## config.mk

```make
export PLATFORM = sky130hd
export DESIGN_NAME = bram_stream_reader_flat
export DESIGN_NICKNAME = d
export VERILOG_FILES = /design/src/rtl/bram_stream_reader_if.sv /design/src/rtl/bram_stream_reader.sv /design/src/flat_wrapper.sv
export SDC_FILE = /design/constraint.sdc
export NUM_CORES = 1
export LEC_CHECK = 0
export CAP_MARGIN = 20
export CORE_UTILIZATION = 45
export DETAILED_ROUTE_END_ITERATION = 7
export GPL_TIMING_DRIVEN = 0
export PLACE_DENSITY = 0.71
export SKIP_LAST_GASP = 1
export SLEW_MARGIN = 20
export SYNTH_ARGS = -nofsm -noshare
export SYNTH_HDL_FRONTEND = slang
export SYNTH_SLANG_ARGS = --single-unit
```

## constraint.sdc

```tcl
create_clock -name clk -period 7.5 [get_ports clk]
set_input_delay 1.5 -clock clk [delete_from_list [all_inputs] [get_ports clk]]
set_output_delay 1.5 -clock clk [all_outputs]
set_load 0.02 [all_outputs]
```

## src/rtl/bram_stream_reader_if.sv

```systemverilog
// Bundled command, RAM read-port and output-stream signals for bram_stream_reader.
// The m_last signal exists only when BRAM_STREAM_READER_LAST_EN is defined.
interface bram_stream_reader_if #(
  parameter int unsigned C_RAM_WIDTH = 64,
  parameter int unsigned C_RAM_DEPTH = 512
);
  localparam int unsigned AW = (C_RAM_DEPTH > 1) ? $clog2(C_RAM_DEPTH) : 1;

  logic                   cmd_valid;
  logic                   cmd_ready;
  logic [AW-1:0]          cmd_addr;
  logic [AW:0]            cmd_count;
  logic [AW-1:0]          ram_rdAddr;
  logic                   ram_rden;
  logic [C_RAM_WIDTH-1:0] ram_dataout;
  logic                   m_valid;
  logic                   m_ready;
  logic [C_RAM_WIDTH-1:0] m_data;
`ifdef BRAM_STREAM_READER_LAST_EN
  logic                   m_last;
`endif
  logic                   busy;

`ifdef BRAM_STREAM_READER_LAST_EN
  // Reader side.
  modport master (
    input  cmd_valid, cmd_addr, cmd_count, ram_dataout, m_ready,
    output cmd_ready, ram_rdAddr, ram_rden, m_valid, m_data, m_last, busy
  );
  // Command source, RAM and stream sink side.
  modport slave (
    output cmd_valid, cmd_addr, cmd_count, ram_dataout, m_ready,
    input  cmd_ready, ram_rdAddr, ram_rden, m_valid, m_data, m_last, busy
  );
`else
  modport master (
    input  cmd_valid, cmd_addr, cmd_count, ram_dataout, m_ready,
    output cmd_ready, ram_rdAddr, ram_rden, m_valid, m_data, busy
  );
  modport slave (
    output cmd_valid, cmd_addr, cmd_count, ram_dataout, m_ready,
    input  cmd_ready, ram_rdAddr, ram_rden, m_valid, m_data, busy
  );
`endif

endinterface

```

## src/rtl/bram_stream_reader.sv

```systemverilog
// Sequential BRAM read controller feeding a valid/ready stream through a 2-entry skid buffer.
// Define BRAM_STREAM_READER_LAST_EN to add m_last with a per-entry last flag.
module bram_stream_reader #(
  parameter int unsigned C_RAM_WIDTH = 64,
  parameter int unsigned C_RAM_DEPTH = 512
) (
  input  logic                  clk,
  input  logic                  rst,
  bram_stream_reader_if.master  bus
);

  localparam int unsigned AW = (C_RAM_DEPTH > 1) ? $clog2(C_RAM_DEPTH) : 1;
  localparam int unsigned CW = AW + 1;
  localparam logic [AW-1:0] LastAddr = AW'(C_RAM_DEPTH - 1);

  typedef enum logic [1:0] {StIdle, StRead, StDrain} state_e;

  state_e                 state_q, state_d;
  logic [AW-1:0]          addr_q, addr_d;
  logic [AW-1:0]          rd_addr_q;
  logic [CW-1:0]          remaining_q, remaining_d;
  logic                   inflight_q;
  logic [C_RAM_WIDTH-1:0] buf_data_q [2];
  logic [1:0]             buf_cnt_q, buf_cnt_d;
  logic                   wr_ptr_q, rd_ptr_q;
`ifdef BRAM_STREAM_READER_LAST_EN
  logic                   inflight_last_q;
  logic                   buf_last_q [2];
`endif

  logic cmd_fire, rden, valid, pop, push, bypass;

  // The word returning from the RAM is presented directly when the buffer is
  // empty, so the first word appears the cycle after the first read.
  always_comb begin
    cmd_fire  = bus.cmd_valid && (state_q == StIdle);
    rden      = (state_q == StRead) && (remaining_q != '0) &&
                ((2'(inflight_q) + buf_cnt_q) < 2'd2);
    bypass    = (buf_cnt_q == 2'd0);
    valid     = !bypass || inflight_q;
    pop       = valid && bus.m_ready;
    push      = inflight_q && !(bypass && pop);
    buf_cnt_d = buf_cnt_q + 2'(push) - 2'(pop && !bypass);
  end

  always_comb begin
    state_d     = state_q;
    addr_d      = addr_q;
    remaining_d = remaining_q;
    unique case (state_q)
      StIdle: begin
        if (cmd_fire && (bus.cmd_count != '0)) begin
          addr_d      = bus.cmd_addr;
          remaining_d = bus.cmd_count;
          state_d     = StRead;
        end
      end
      StRead: begin
        if (rden) begin
          addr_d      = (addr_q == LastAddr) ? '0 : addr_q + AW'(1);
          remaining_d = remaining_q - CW'(1);
          if (remaining_q == CW'(1)) state_d = StDrain;
        end
      end
      StDrain: begin
        // No reads issue here, so nothing is in flight next cycle.
        if (buf_cnt_d == 2'd0) state_d = StIdle;
      end
      default: state_d = StIdle;
    endcase
  end

  always_ff @(posedge clk or posedge rst) begin
    if (rst) begin
      state_q     <= StIdle;
      addr_q      <= '0;
      remaining_q <= '0;
    end else begin
      state_q     <= state_d;
      addr_q      <= addr_d;
      remaining_q <= remaining_d;
    end
  end

  always_ff @(posedge clk or posedge rst) begin
    if (rst) begin
      rd_addr_q     <= '0;
      inflight_q    <= 1'b0;
      buf_data_q[0] <= '0;
      buf_data_q[1] <= '0;
      buf_cnt_q     <= 2'd0;
      wr_ptr_q      <= 1'b0;
      rd_ptr_q      <= 1'b0;
    end else begin
      inflight_q <= rden;
      buf_cnt_q  <= buf_cnt_d;
      if (rden) rd_addr_q <= addr_q;
      if (push) begin
        buf_data_q[wr_ptr_q] <= bus.ram_dataout;
        wr_ptr_q             <= ~wr_ptr_q;
      end
      if (pop && !bypass) rd_ptr_q <= ~rd_ptr_q;
    end
  end

`ifdef BRAM_STREAM_READER_LAST_EN
  always_ff @(posedge clk or posedge rst) begin
    if (rst) begin
      inflight_last_q <= 1'b0;
      buf_last_q[0]   <= 1'b0;
      buf_last_q[1]   <= 1'b0;
    end else begin
      inflight_last_q <= rden && (remaining_q == CW'(1));
      if (push) buf_last_q[wr_ptr_q] <= inflight_last_q;
    end
  end

  assign bus.m_last = bypass ? inflight_last_q : buf_last_q[rd_ptr_q];
`endif

  assign bus.cmd_ready  = (state_q == StIdle);
  assign bus.busy       = (state_q != StIdle);
  assign bus.ram_rden   = rden;
  // Hold the last issued address while idle rather than exposing the pointer.
  assign bus.ram_rdAddr = rden ? addr_q : rd_addr_q;
  assign bus.m_valid    = valid;
  assign bus.m_data     = !bypass ? buf_data_q[rd_ptr_q] :
                          (inflight_q ? bus.ram_dataout : '0);

endmodule

```

## src/flat_wrapper.sv

```systemverilog
// flat-port wrapper written by rule: the top's interface ports become plain ports
module bram_stream_reader_flat 
#(
  parameter int unsigned C_RAM_WIDTH = 64,
  parameter int unsigned C_RAM_DEPTH = 512
)
  (clk, rst, bus_cmd_valid, bus_cmd_addr, bus_cmd_count, bus_ram_dataout, bus_m_ready, bus_cmd_ready, bus_ram_rdAddr, bus_ram_rden, bus_m_valid, bus_m_data, bus_busy);
  bram_stream_reader_if #(.C_RAM_WIDTH(C_RAM_WIDTH), .C_RAM_DEPTH(C_RAM_DEPTH)) bus_i ();
  input  logic clk;
  input  logic rst;
  input wire logic [$bits(bus_i.cmd_valid)-1:0] bus_cmd_valid;
  input wire logic [$bits(bus_i.cmd_addr)-1:0] bus_cmd_addr;
  input wire logic [$bits(bus_i.cmd_count)-1:0] bus_cmd_count;
  input wire logic [$bits(bus_i.ram_dataout)-1:0] bus_ram_dataout;
  input wire logic [$bits(bus_i.m_ready)-1:0] bus_m_ready;
  output wire logic [$bits(bus_i.cmd_ready)-1:0] bus_cmd_ready;
  output wire logic [$bits(bus_i.ram_rdAddr)-1:0] bus_ram_rdAddr;
  output wire logic [$bits(bus_i.ram_rden)-1:0] bus_ram_rden;
  output wire logic [$bits(bus_i.m_valid)-1:0] bus_m_valid;
  output wire logic [$bits(bus_i.m_data)-1:0] bus_m_data;
  output wire logic [$bits(bus_i.busy)-1:0] bus_busy;
  assign bus_i.cmd_valid = bus_cmd_valid;
  assign bus_i.cmd_addr = bus_cmd_addr;
  assign bus_i.cmd_count = bus_cmd_count;
  assign bus_i.ram_dataout = bus_ram_dataout;
  assign bus_i.m_ready = bus_m_ready;
  assign bus_cmd_ready = bus_i.cmd_ready;
  assign bus_ram_rdAddr = bus_i.ram_rdAddr;
  assign bus_ram_rden = bus_i.ram_rden;
  assign bus_m_valid = bus_i.m_valid;
  assign bus_m_data = bus_i.m_data;
  assign bus_busy = bus_i.busy;
  bram_stream_reader #(.C_RAM_WIDTH(C_RAM_WIDTH), .C_RAM_DEPTH(C_RAM_DEPTH)) u_core (.clk(clk), .rst(rst), .bus(bus_i));
endmodule
```

======== Word level (Yosys, flattened, before mapping) ========
Index checks and enable logic that the tools add are counted.
word-level totals
  register bits after elaboration ......... 163
  input port bits ......................... 87
  output and inout port bits .............. 77
  word-level logic and storage cells ...... 73
cells by class
  add/subtract/negate cells ............... 5
  order comparisons ....................... 4
  equal/unequal tests ..................... 8
  mux-type cells .......................... 21
  bitwise gates (word level) .............. 4
  reductions and logical operators ........ 21
operator list
  operator                                                                number
  64-bit 2-to-1 mux                                                       6
  128-bit bitwise mux                                                     1
  64-bit demux with 1-bit select                                          1
  9-bit 2-to-1 mux                                                        4
  10-bit 2-to-1 mux                                                       2
  10-bit case mux with 2 select lines                                     1
  10-bit nonzero test                                                     2
  9-bit case mux with 2 select lines                                      1
  10-bit by 1-bit equality test with 1-bit output, second input constant  1
  10-bit by 1-bit subtractor with 10-bit output, second input constant    1
  9-bit by 1-bit adder with 9-bit output, second input constant           1
  9-bit equality test, second input constant                              1
  1-bit logical AND                                                       9
  2-bit 2-to-1 mux                                                        4
  2-bit logical NOT                                                       3
  2-bit by 1-bit != test with 1-bit output, second input constant         3
  2-bit case mux with 3 select lines                                      1
  2-bit >= comparator, second input constant                              2
  1-bit inverter with 2-bit output                                        2
  4-bit AND reduction                                                     1
  2-bit nonzero test                                                      2
  3-bit AND reduction                                                     1
  1-bit by 2-bit adder with 2-bit output                                  1
  2-bit by 1-bit adder with 2-bit output                                  1
  9 further kinds                                                         11

======== Longest topological paths before layout ========
Gate-level depths: netlist of run 1.
  word-level depth ........................ 12
  gate-level depth with buffers ........... 10
  depth with buffers taken out ............ 9

======== Worst setup path before layout of run 1 ========
Ideal clock, no wire load.
  kind .................................... reg-to-output
  from .................................... register u_core.remaining_q[0]
  to ...................................... output port bus_ram_rdAddr[0]
  data arrival time ....................... 2.080 ns
  path slack .............................. 3.920 ns
  stages on the path, launching flop included .. 8
  path buffers ............................ 1
  cells stage by stage .................... dfrtp_1 inv_1 ha_1 or4b_4 nor3b_4 or2_1 buf_6 mux2_2
between the ends
  word-level cells in the longest chain between the ends .. 4
RTL lines
  item                             RTL line                   RTL
  start, declared                  bram_stream_reader.sv:21   logic [CW-1:0] remaining_q, remaining_d;
  start signal, assigned           bram_stream_reader.sv:81   remaining_q <= remaining_d;
  10-bit nonzero test              bram_stream_reader.sv:37   rden = (state_q == StRead) && (remaining_q != '0) &&
  1-bit logical AND (2 in series)  bram_stream_reader.sv:37
  9-bit 2-to-1 mux                 bram_stream_reader.sv:125  assign bus.ram_rdAddr = rden ? addr_q : rd_addr_q;
  end, declared                    flat_wrapper.sv:17         output wire logic [$bits(bus_i.ram_rdAddr)-1:0] bus_ram_rdAddr;
No other way between the ends.

======== Worst setup path after layout of run 1 ========
  from .................................... register u_core.buf_cnt_q[1]
  to ...................................... output port bus_m_data[61]
between the ends
  word-level cells in the longest chain between the ends .. 2
RTL lines
  item                    RTL line                   RTL
  start, declared         bram_stream_reader.sv:24   logic [1:0] buf_cnt_q, buf_cnt_d;
  start signal, assigned  bram_stream_reader.sv:96   buf_cnt_q <= buf_cnt_d;
  2-bit logical NOT       bram_stream_reader.sv:39   bypass = (buf_cnt_q == 2'd0);
  64-bit 2-to-1 mux       bram_stream_reader.sv:127  assign bus.m_data = !bypass ? buf_data_q[rd_ptr_q] :
  end, declared           flat_wrapper.sv:20         output wire logic [$bits(bus_i.m_data)-1:0] bus_m_data;
No other way between the ends.

==> results of run 1 <==
## synthesized netlist by cell type (5+ instances only)
cell / count / area share
nor2b_1: 5 / 0.0039
mux2i_1: 64 / 0.080
dfrtp_1: 163 / 0.51
nor3_1: 7 / 0.0044
and3_1: 7 / 0.0055
clkbuf_1: 19 / 0.0089
buf_2: 9 / 0.0056
nor2_1: 21 / 0.0098
inv_1: 9 / 0.0042
nand2_1: 11 / 0.0051
a21oi_1: 14 / 0.0087
buf_1: 11 / 0.0051
o21ai_0: 90 / 0.056
buf_4: 9 / 0.0084
ha_1: 6 / 0.0093
a22oi_1: 7 / 0.0065
nand3_1: 67 / 0.042
mux2_2: 137 / 0.19
## through the flow
| step | power, W | cell area [sq um] | setup TNS [ns] |
|---|---|---|---|
| 2_1_floorplan | 0.00361 | 8030 | 0 |
| 6_report | 0.00576 | 10600 | 0 |
| 4_1_cts | 0.00579 | 10600 | 0 |
| 3_3_place_gp | 0.00474 | 9940 | -55.95 |
| 5_1_grt | 0.00611 | 10600 | 0 |
| 3_5_place_dp | 0.00486 | 9980 | 0 |
## final cells by class
cell class / count / share of cell area
sequential: 163 / 0.384
multi-input combinational: 470 / 0.346
timing repair buffer: 164 / 0.156
clock buffer: 21 / 0.0453
tap: 225 / 0.0265
buffer: 50 / 0.0234
clock inverter: 11 / 0.0143
inverter: 9 / 0.00389
## registers in the layout, indices dropped and copies added (netlist names)
register and cells:
u_core.buf_data_q 128, u_core.inflight_q 1, u_core.rd_ptr_q 1, u_core.rd_addr_q 9, u_core.buf_cnt_q 2, u_core.remaining_q 10, u_core.state_q 2, u_core.wr_ptr_q 1
u_core.addr_q 9
## path summary, 6_finish.rpt
kind,startpoint,end,cells after the start
setup / recovery,u_core.buf_cnt_q[1],bus_m_data[61],7
hold / removal,u_core.rd_addr_q[4],u_core.rd_addr_q[4],1
setup reg to reg,u_core.buf_cnt_q[1],u_core.state_q[1],10
hold reg to reg,u_core.rd_addr_q[4],u_core.rd_addr_q[4],1
max in group asynchronous,rst,u_core.buf_data_q[79],3
min in group asynchronous,rst,u_core.buf_data_q[119],2
## power by group through the flow
stage	Combinational (W)	Sequential, W	Clock, W
6_report	0.00325	0.00159	0.000910
2_1_floorplan	0.00209	0.00152	0
3_5_place_dp	0.00327	0.00160	0
4_1_cts	0.00328	0.00158	0.000932
5_1_grt	0.00350	0.00164	0.000967
3_3_place_gp	0.00318	0.00156	0
## worst max-delay path, delay by kind of cell (launching register included)
| kind | cells | cell delay (ns) |
|---|---|---|
| AOI/OAI and AO/OA | 1 | 0.17 |
| DFF | 1 | 0.42 |
| and+or+nand+nor | 2 | 0.36 |
| buffers and inverters | 4 | 2.07 |
## metal layers
metal	vias to the layer above	wire length, um	track usage
li1	2869	-	-
met1	3175	8930	0.297
met2	233	9790	0.374
met3	26	1160	0.0415
met4	0	368	0.0880
met5	-	0	0
## kinds of logic after synthesis
group | count (synthesis) | synth area share
XOR/XNOR | 4 | 0.00436
multiplexers | 201 | 0.272
buffers and inverters | 59 | 0.0351
flip-flops | 163 | 0.508
adder cells (fa/ha/maj) | 6 | 0.00935
AND/OR/NAND/NOR | 135 | 0.0868
AO/OA/AOI/OAI | 124 | 0.0845
==> results.toml, run 1 <==
[status]
status = "finished clean"

[placed_design]
routabilityCongestion = 0.850
io_buffers = 163
place_inst = 1081
pre_cts_slack_ns = 3.04
place_hpwl_um = 14300

[floorplan]
placementRows = 48
io_pins = 164
die_area_sq_mm = 0.0184
coreArea_sq_mm = 0.0174
die_h_um = 136
start_util = 0.463
die_x_um = 136

[setup_path]
crit_required_ns = 6.00
reg2reg_slack_ns = 4.88
worst-setup-path-type = "register to primary output"
end_kind = "primary output"
cpPeakStageDelay_ns = 0.67
critPathMaxFanout = 10
crit_chain = "nor2_1 > clkbuf_1 > clkbuf_1 > buf_2 > nand3_1 > o21ai_0 > clkdlybuf4s50_1"
worst_path_most_repeated_cell = "clkbuf_1"
arrival_ns = 3.44
cp-start-kind = "register"
slowest_stage = "clkdlybuf4s50_1"

[timing]
hold_ws_ns = 0.495
finalCritPeriodShare = 0.658
fin_skew_ns = 0.00844
period_minus_slack_ns = 4.94
fin_ws_ns = 2.56
finalHoldViolCount = 0
setup_viol = 0
slew_headroom = 0.473
worstMarginPinSlew_ns = 0.790
rsz0062_at_grt = "false"
fmax_ghz = 0.203
finalMaxSlewViolations = 0

[clock_network]
cts_max_path_buffers = 2
root_buffer = "clkbuf_16"
cts_resized = 0
postCtsSetupBuffers = 0
clock_latency_ns = 0.42
cts_htree_levels = 4
path_clk_slew_ns = 0.06
numCtsBuffers = 17
cts_tree = "done"
numClockSinks = 163
hold_buffers = 0

[synthesis]
yosysSeqAreaShare = 0.508
avgSynthCellArea_sq_um = 11.6
syn-instance-count = 692
syn-num-nets = 785
synth_edf_count = 0
synth_warnings = 0
synth_top_flop_cell = "dfrtp_1"
yosysUniqueCellTypes = 44
synth-async-reset-ratio = 1.00
syn_area_sq_mm = 0.00803
ys_seq_elements = 163

[hold_path]
hp-class = "register to register"

[pwr]
p_comb_frac = 0.565
p_seq_frac = 0.276
p_clk_frac = 0.158
peakVddDrop_uv = 305
swShare = 0.397
power_density_mw_per_mm2 = 543
p_switching_w = 0.00229
intPower_w = 0.00347
power_leakage_nw = 4.41

[global_routing]
grt_usage = 0.227
antenna_found_initial = 0
grt_max_degree = 107
grt_pass1_vias = 6536
grt.overflow.total = 0
grt_pass1_wl_um = 32500

[finish]
seq_area_sq_mm = 0.00408
n_fill_cell = 1382
final_cells = 1113
nets = 968
final_cell_mix = "clkdlybuf4s50_1, dfrtp_1, mux2_2"
drive_gt1_frac = 0.225
diodes = 0
syn2layout_area_growth_pct = 32.1
fin_util = 0.611
multiInputGateArea_sq_mm = 0.00367

[routing]
via_per_inst = 5.66
drtPass1Iterations = 5
num_vias = 6303
ant_nets = 0
drt-total-wl_um = 20200
drt_iter0_drc = 326
drc = 0
wl_per_cell_um = 18.2

[run]
cap_viol_max_count = 0
Power figures use the tool's default switching activity.
==> inputs of run 2 (changes only) <==
==> constraint.sdc (replaced) <==
create_clock -name clk -period 4.6 [get_ports clk]
set_input_delay 0.92 -clock clk [delete_from_list [all_inputs] [get_ports clk]]
set_output_delay 0.92 -clock clk [all_outputs]
set_load 0.02 [all_outputs]
==> run 2 against run 1 <==
- hold slack improved by 0.0014 ns
- sequential cell count unchanged
- first-iteration DRC count fell by 26%
- clock skew is 0.00099 ns lower
- wire length decreased by 1.9%
- die area is the same
- utilization up 0.40 points
- critical path depth is the same
==> results.toml, run 2 (synthesis results as in run 1) <==
[global_routing]
grt_max_degree = 37
antenna_found_initial = 0
grt.overflow.total = 0
grt_pass1_wl_um = 32000
grt_usage = 0.224
grt_pass1_vias = 6364

[pwr]
p_clk_frac = 0.165
swShare = 0.394
intPower_w = 0.00572
p_seq_frac = 0.274
power_leakage_nw = 4.45
power_density_mw_per_mm2 = 884
p_switching_w = 0.00372
peakVddDrop_uv = 462
p_comb_frac = 0.561

[floorplan]
die_area_sq_mm = 0.0184
coreArea_sq_mm = 0.0174
start_util = 0.463
die_x_um = 136
io_pins = 164
placementRows = 48
die_h_um = 136

[routing]
drt-total-wl_um = 19900
wl_per_cell_um = 17.8
via_per_inst = 5.57
drt_iter0_drc = 241
ant_nets = 0
num_vias = 6211
drc = 0
drtPass1Iterations = 5

[finish]
largest-register = "u_core.buf_data_q"
drive_gt1_frac = 0.228
diodes = 0
seq_area_sq_mm = 0.00408
syn2layout_area_growth_pct = 33.0
multiInputGateArea_sq_mm = 0.00367
largestRegisters = "u_core.buf_data_q: 128 flops, u_core.remaining_q: 10 flops"
largest_reg_flops = 128
final_cell_mix = "clkdlybuf4s50_1, dfrtp_1, mux2_2"
nets = 971
n_fill_cell = 1384

[timing]
fin_skew_ns = 0.00745
finalCritPeriodShare = 0.938
finalHoldViolCount = 0
fmax_ghz = 0.232
finalMaxSlewViolations = 0
period_minus_slack_ns = 4.32
setup_viol = 0
setup_tns_ns = 0
worstMarginPinSlew_ns = 0.808
rsz0062_at_grt = "false"
slew_headroom = 0.461
fin_ws_ns = 0.283

[setup_path]
cp-start-kind = "register"
cpPeakStageDelay_ns = 0.67
worst-setup-path-type = "register to primary output"
worst_path_most_repeated_cell = "clkbuf_1"
crit_required_ns = 3.68
crit_chain = "nor2_1 > clkbuf_1 > clkbuf_1 > buf_2 > nand3_1 > o21ai_0 > clkdlybuf4s50_1"
critPathMaxFanout = 10
end_kind = "primary output"
reg2regPathDepth = 10
arrival_ns = 3.40
slowest_stage = "clkdlybuf4s50_1"

[clock_network]
cts_resized = 0
postCtsSetupBuffers = 0
cts_tree = "done"
cts_max_path_buffers = 2
clock_latency_ns = 0.42
root_buffer = "clkbuf_16"
path_clk_slew_ns = 0.06
hold_buffers = 0
cts_htree_levels = 4
numClockSinks = 163
numCtsBuffers = 17

[placed_design]
pre_cts_slack_ns = 0.726
io_buffers = 163
routabilityCongestion = 0.836
place_hpwl_um = 14300

[status]
status = "finished clean"

[hold_path]
hp-class = "register to register"
hold_path_depth = 1

[run]
cap_viol_max_count = 0
-- run 2: power groups by stage --
stage	Sequential (W)	Combinational, W	Clock [W]
after floorplan	0.00248	0.00340	0
after global placement	0.00254	0.00519	0
after detailed placement	0.00260	0.00531	0
after CTS	0.00258	0.00533	0.00159
after global routing	0.00267	0.00570	0.00165
final	0.00259	0.00530	0.00156
-- run 2: worst paths after layout --
path                                      from                    end  slack (ns)
max in group asynchronous                  rst  u_core.buf_data_q[36]        2.76
setup / recovery           u_core.buf_cnt_q[1]         bus_m_data[61]        0.28
hold reg to reg            u_core.rd_addr_q[1]    u_core.rd_addr_q[1]        0.50
hold / removal             u_core.rd_addr_q[1]    u_core.rd_addr_q[1]        0.50
min in group asynchronous                  rst  u_core.remaining_q[2]        0.98
setup reg to reg           u_core.buf_cnt_q[1]      u_core.state_q[1]        1.99
-- run 2: worst max-delay path, delay by kind of cell (launching register included) --
kind | cells | cell delay [ns]
buffers and inverters | 4 | 2.04
and+or+nand+nor | 2 | 0.35
AOI/OAI and AO/OA | 1 | 0.17
DFF | 1 | 0.42
-- run 2: cell type report --
class / count / share of cell area
timing repair buffer: 167 / 0.160
sequential: 163 / 0.382
clock inverter: 15 / 0.0213
buffer: 50 / 0.0232
multi-input combinational: 470 / 0.344
tap: 225 / 0.0264
clock buffer: 17 / 0.0398
inverter: 9 / 0.00351
-- run 2: stage by stage --
stage / hold slack [ns] / area (sq um) / instances / power (W) / util
2_1_floorplan: 0.457 / 8030 / 692 / 0.00588 / -
3_3_place_gp: 0.476 / 9950 / 1080 / 0.00773 / 0.573
3_5_place_dp: 0.483 / 10000 / 1084 / 0.00791 / 0.578
4_1_cts: 0.501 / 10700 / 1116 / 0.00949 / 0.615
5_1_grt: 0.509 / 10700 / 1116 / 0.0100 / 0.615
6_report: 0.497 / 10700 / 1116 / 0.00944 / 0.615
-- run 2: per-layer routing --
layer,vias up,GRT usage,wire length [um]
li1,2878,-,-
met1,3112,0.297,8870
met2,198,0.367,9540
met3,23,0.0378,1120
met4,0,0.0843,341
met5,-,0,0
==> inputs of run 3 (changes only) <==
--- a/config.mk
+++ b/config.mk
@@ -7,9 +7,10 @@
 export LEC_CHECK = 0
 export CAP_MARGIN = 20
 export CORE_UTILIZATION = 45
+export CTS_BUF_LIST = sky130_fd_sc_hd__clkbuf_2
 export DETAILED_ROUTE_END_ITERATION = 7
+export DONT_BUFFER_PORTS = 1
 export GPL_TIMING_DRIVEN = 0
-export PLACE_DENSITY = 0.71
 export SKIP_LAST_GASP = 1
 export SLEW_MARGIN = 20
 export SYNTH_ARGS = -nofsm -noshare
==> run 3 against run 2 <==
- sequential power about the same
- global-route usage is 1.1 points lower
- setup slack gained 0.14 ns
- fmax up 3.3%
- count of clock-buffer cells in the layout unchanged
- utilization is 11 points lower
- sequential share of layout area increased by 8.8 points
- cell count shrank 14%
- critical path type unchanged
- largest power group unchanged
- highest routed layer unchanged
==> results.toml, run 3 (synthesis results as in run 1) <==
[routing]
drt_iter0_drc = 246
ant_nets = 0
via_per_inst = 5.76
drtPass1Iterations = 5
drc = 0
drt-total-wl_um = 18800
num_vias = 5514
wl_per_cell_um = 19.7

[placed_design]
routabilityCongestion = 0.837
place_inst = 922
pre_cts_slack_ns = 1.15
io_buffers = 0
place_hpwl_um = 13400

[global_routing]
antenna_found_initial = 1
grt_max_degree = 37
grt.overflow.total = 0
grt_pass1_wl_um = 29800
grt_pass1_vias = 5734
grt_usage = 0.213

[timing]
setup_tns_ns = 0
fin_skew_ns = 0.0394
period_minus_slack_ns = 4.18
finalCritPeriodShare = 0.909
setup_viol = 0
finalHoldViolCount = 0
slew_headroom = 0.432
finalMaxSlewViolations = 0
worstMarginPinSlew_ns = 0.843
fmax_ghz = 0.239
rsz0062_at_grt = "false"
hold_ws_ns = 0.304
fin_ws_ns = 0.419

[clock_network]
hold_buffers = 1
clock_latency_ns = 0.74
cts_tree = "done"
root_buffer = "clkbuf_2"
cts_htree_levels = 4
path_clk_slew_ns = 0.25
numClockSinks = 163
cts_max_path_buffers = 2
cts_resized = 0
numCtsBuffers = 17
postCtsSetupBuffers = 0

[floorplan]
die_x_um = 136
die_h_um = 136
die_area_sq_mm = 0.0184
io_pins = 164
start_util = 0.463
coreArea_sq_mm = 0.0174
placementRows = 48

[finish]
syn2layout_area_growth_pct = 8.20
largestRegisters = "u_core.buf_data_q: 128 flops, u_core.remaining_q: 10 flops"
final_cell_mix = "dfrtp_1, mux2_2, o21ai_0"
drive_gt1_frac = 0.275
largest-register = "u_core.buf_data_q"
largest_reg_flops = 128
nets = 810
mostFrequentLayoutCell = "dfrtp_1"
final_cells = 957

[pwr]
total_power_w = 0.00749
power_density_mw_per_mm2 = 862
peakVddDrop_uv = 438
power_leakage_nw = 3.67

[setup_path]
cp_top_family = "buffers and inverters"
end_kind = "primary output"
crit_chain = "nor2_1 > clkbuf_1 > clkbuf_1 > buf_2 > nand3_1 > o21ai_0"
cp_num_buf_inv = 3
cp-start-kind = "register"
crit_required_ns = 3.68
slowest_stage = "clkbuf_1"
arrival_ns = 3.26
worst_path_most_repeated_cell = "clkbuf_1"
worst-setup-path-type = "register to primary output"
critPathMaxFanout = 10
cpPeakStageDelay_ns = 0.53

[status]
status = "finished clean"

[hold_path]
hp-class = "primary input to register"

[run]
cap_viol_max_count = 0
run 3: cell types whose count changed in the layout (fill, tap and decap cells not counted), moves of 3 or more:
cell / delta
clkdlybuf4s50_1: -163
clkbuf_16: -17
clkbuf_2: +17
inv_6: -4
clkinv_1: +3
clkinv_4: +3
run 3: metrics by stage:
stage	cell area, sq um	utilization
after detailed placement	8420	0.485
after global placement	8310	0.479
after CTS	8680	0.500
after floorplan	8030	-
final	8690	0.501
after global routing	8690	0.501
run 3: metal layers:
| metal | up-vias | global-route usage | share of wire |
|---|---|---|---|
| met1 | 2770 | 0.265 | 0.43 |
| li1 | 2560 | - | - |
| met5 | - | 0 | 0 |
| met2 | 155 | 0.346 | 0.48 |
| met4 | 0 | 0.0705 | 0.018 |
| met3 | 29 | 0.0707 | 0.075 |
run 3: path summary, 6_finish.rpt:
check                                      start                    end  slack (ns)  cells after the start
setup / recovery             u_core.buf_cnt_q[1]         bus_m_data[59]        0.42                      6
hold / removal               bus_ram_dataout[11]  u_core.buf_data_q[75]        0.30                      1
setup reg to reg             u_core.buf_cnt_q[1]      u_core.state_q[1]        1.97                     10
hold reg to reg            u_core.remaining_q[9]  u_core.remaining_q[9]        0.53                      1
max in group asynchronous                    rst       u_core.addr_q[3]        3.04                      5
min in group asynchronous                    rst  u_core.buf_data_q[12]        0.62                      2
run 3: cell type report:
cell class	instances	area [sq um]
antenna	2	5.00
buffer	50	248
clock buffer	17	85.1
clock inverter	15	165
fill	1545	8670
inverter	9	37.5
multi-input combinational	470	3670
sequential	163	4080
tap	225	282
timing repair buffer	6	118
run 3: where the power goes:
part / leakage, nW / switching [W] / internal [W] / total [W]
Combinational: 1.59 / 0.00256 / 0.00157 / 0.00412
Clock: 0.154 / 0.000503 / 0.000299 / 0.000803
Sequential: 1.93 / 0.000400 / 0.00216 / 0.00256
Total: 3.67 / 0.00346 / 0.00403 / 0.00749
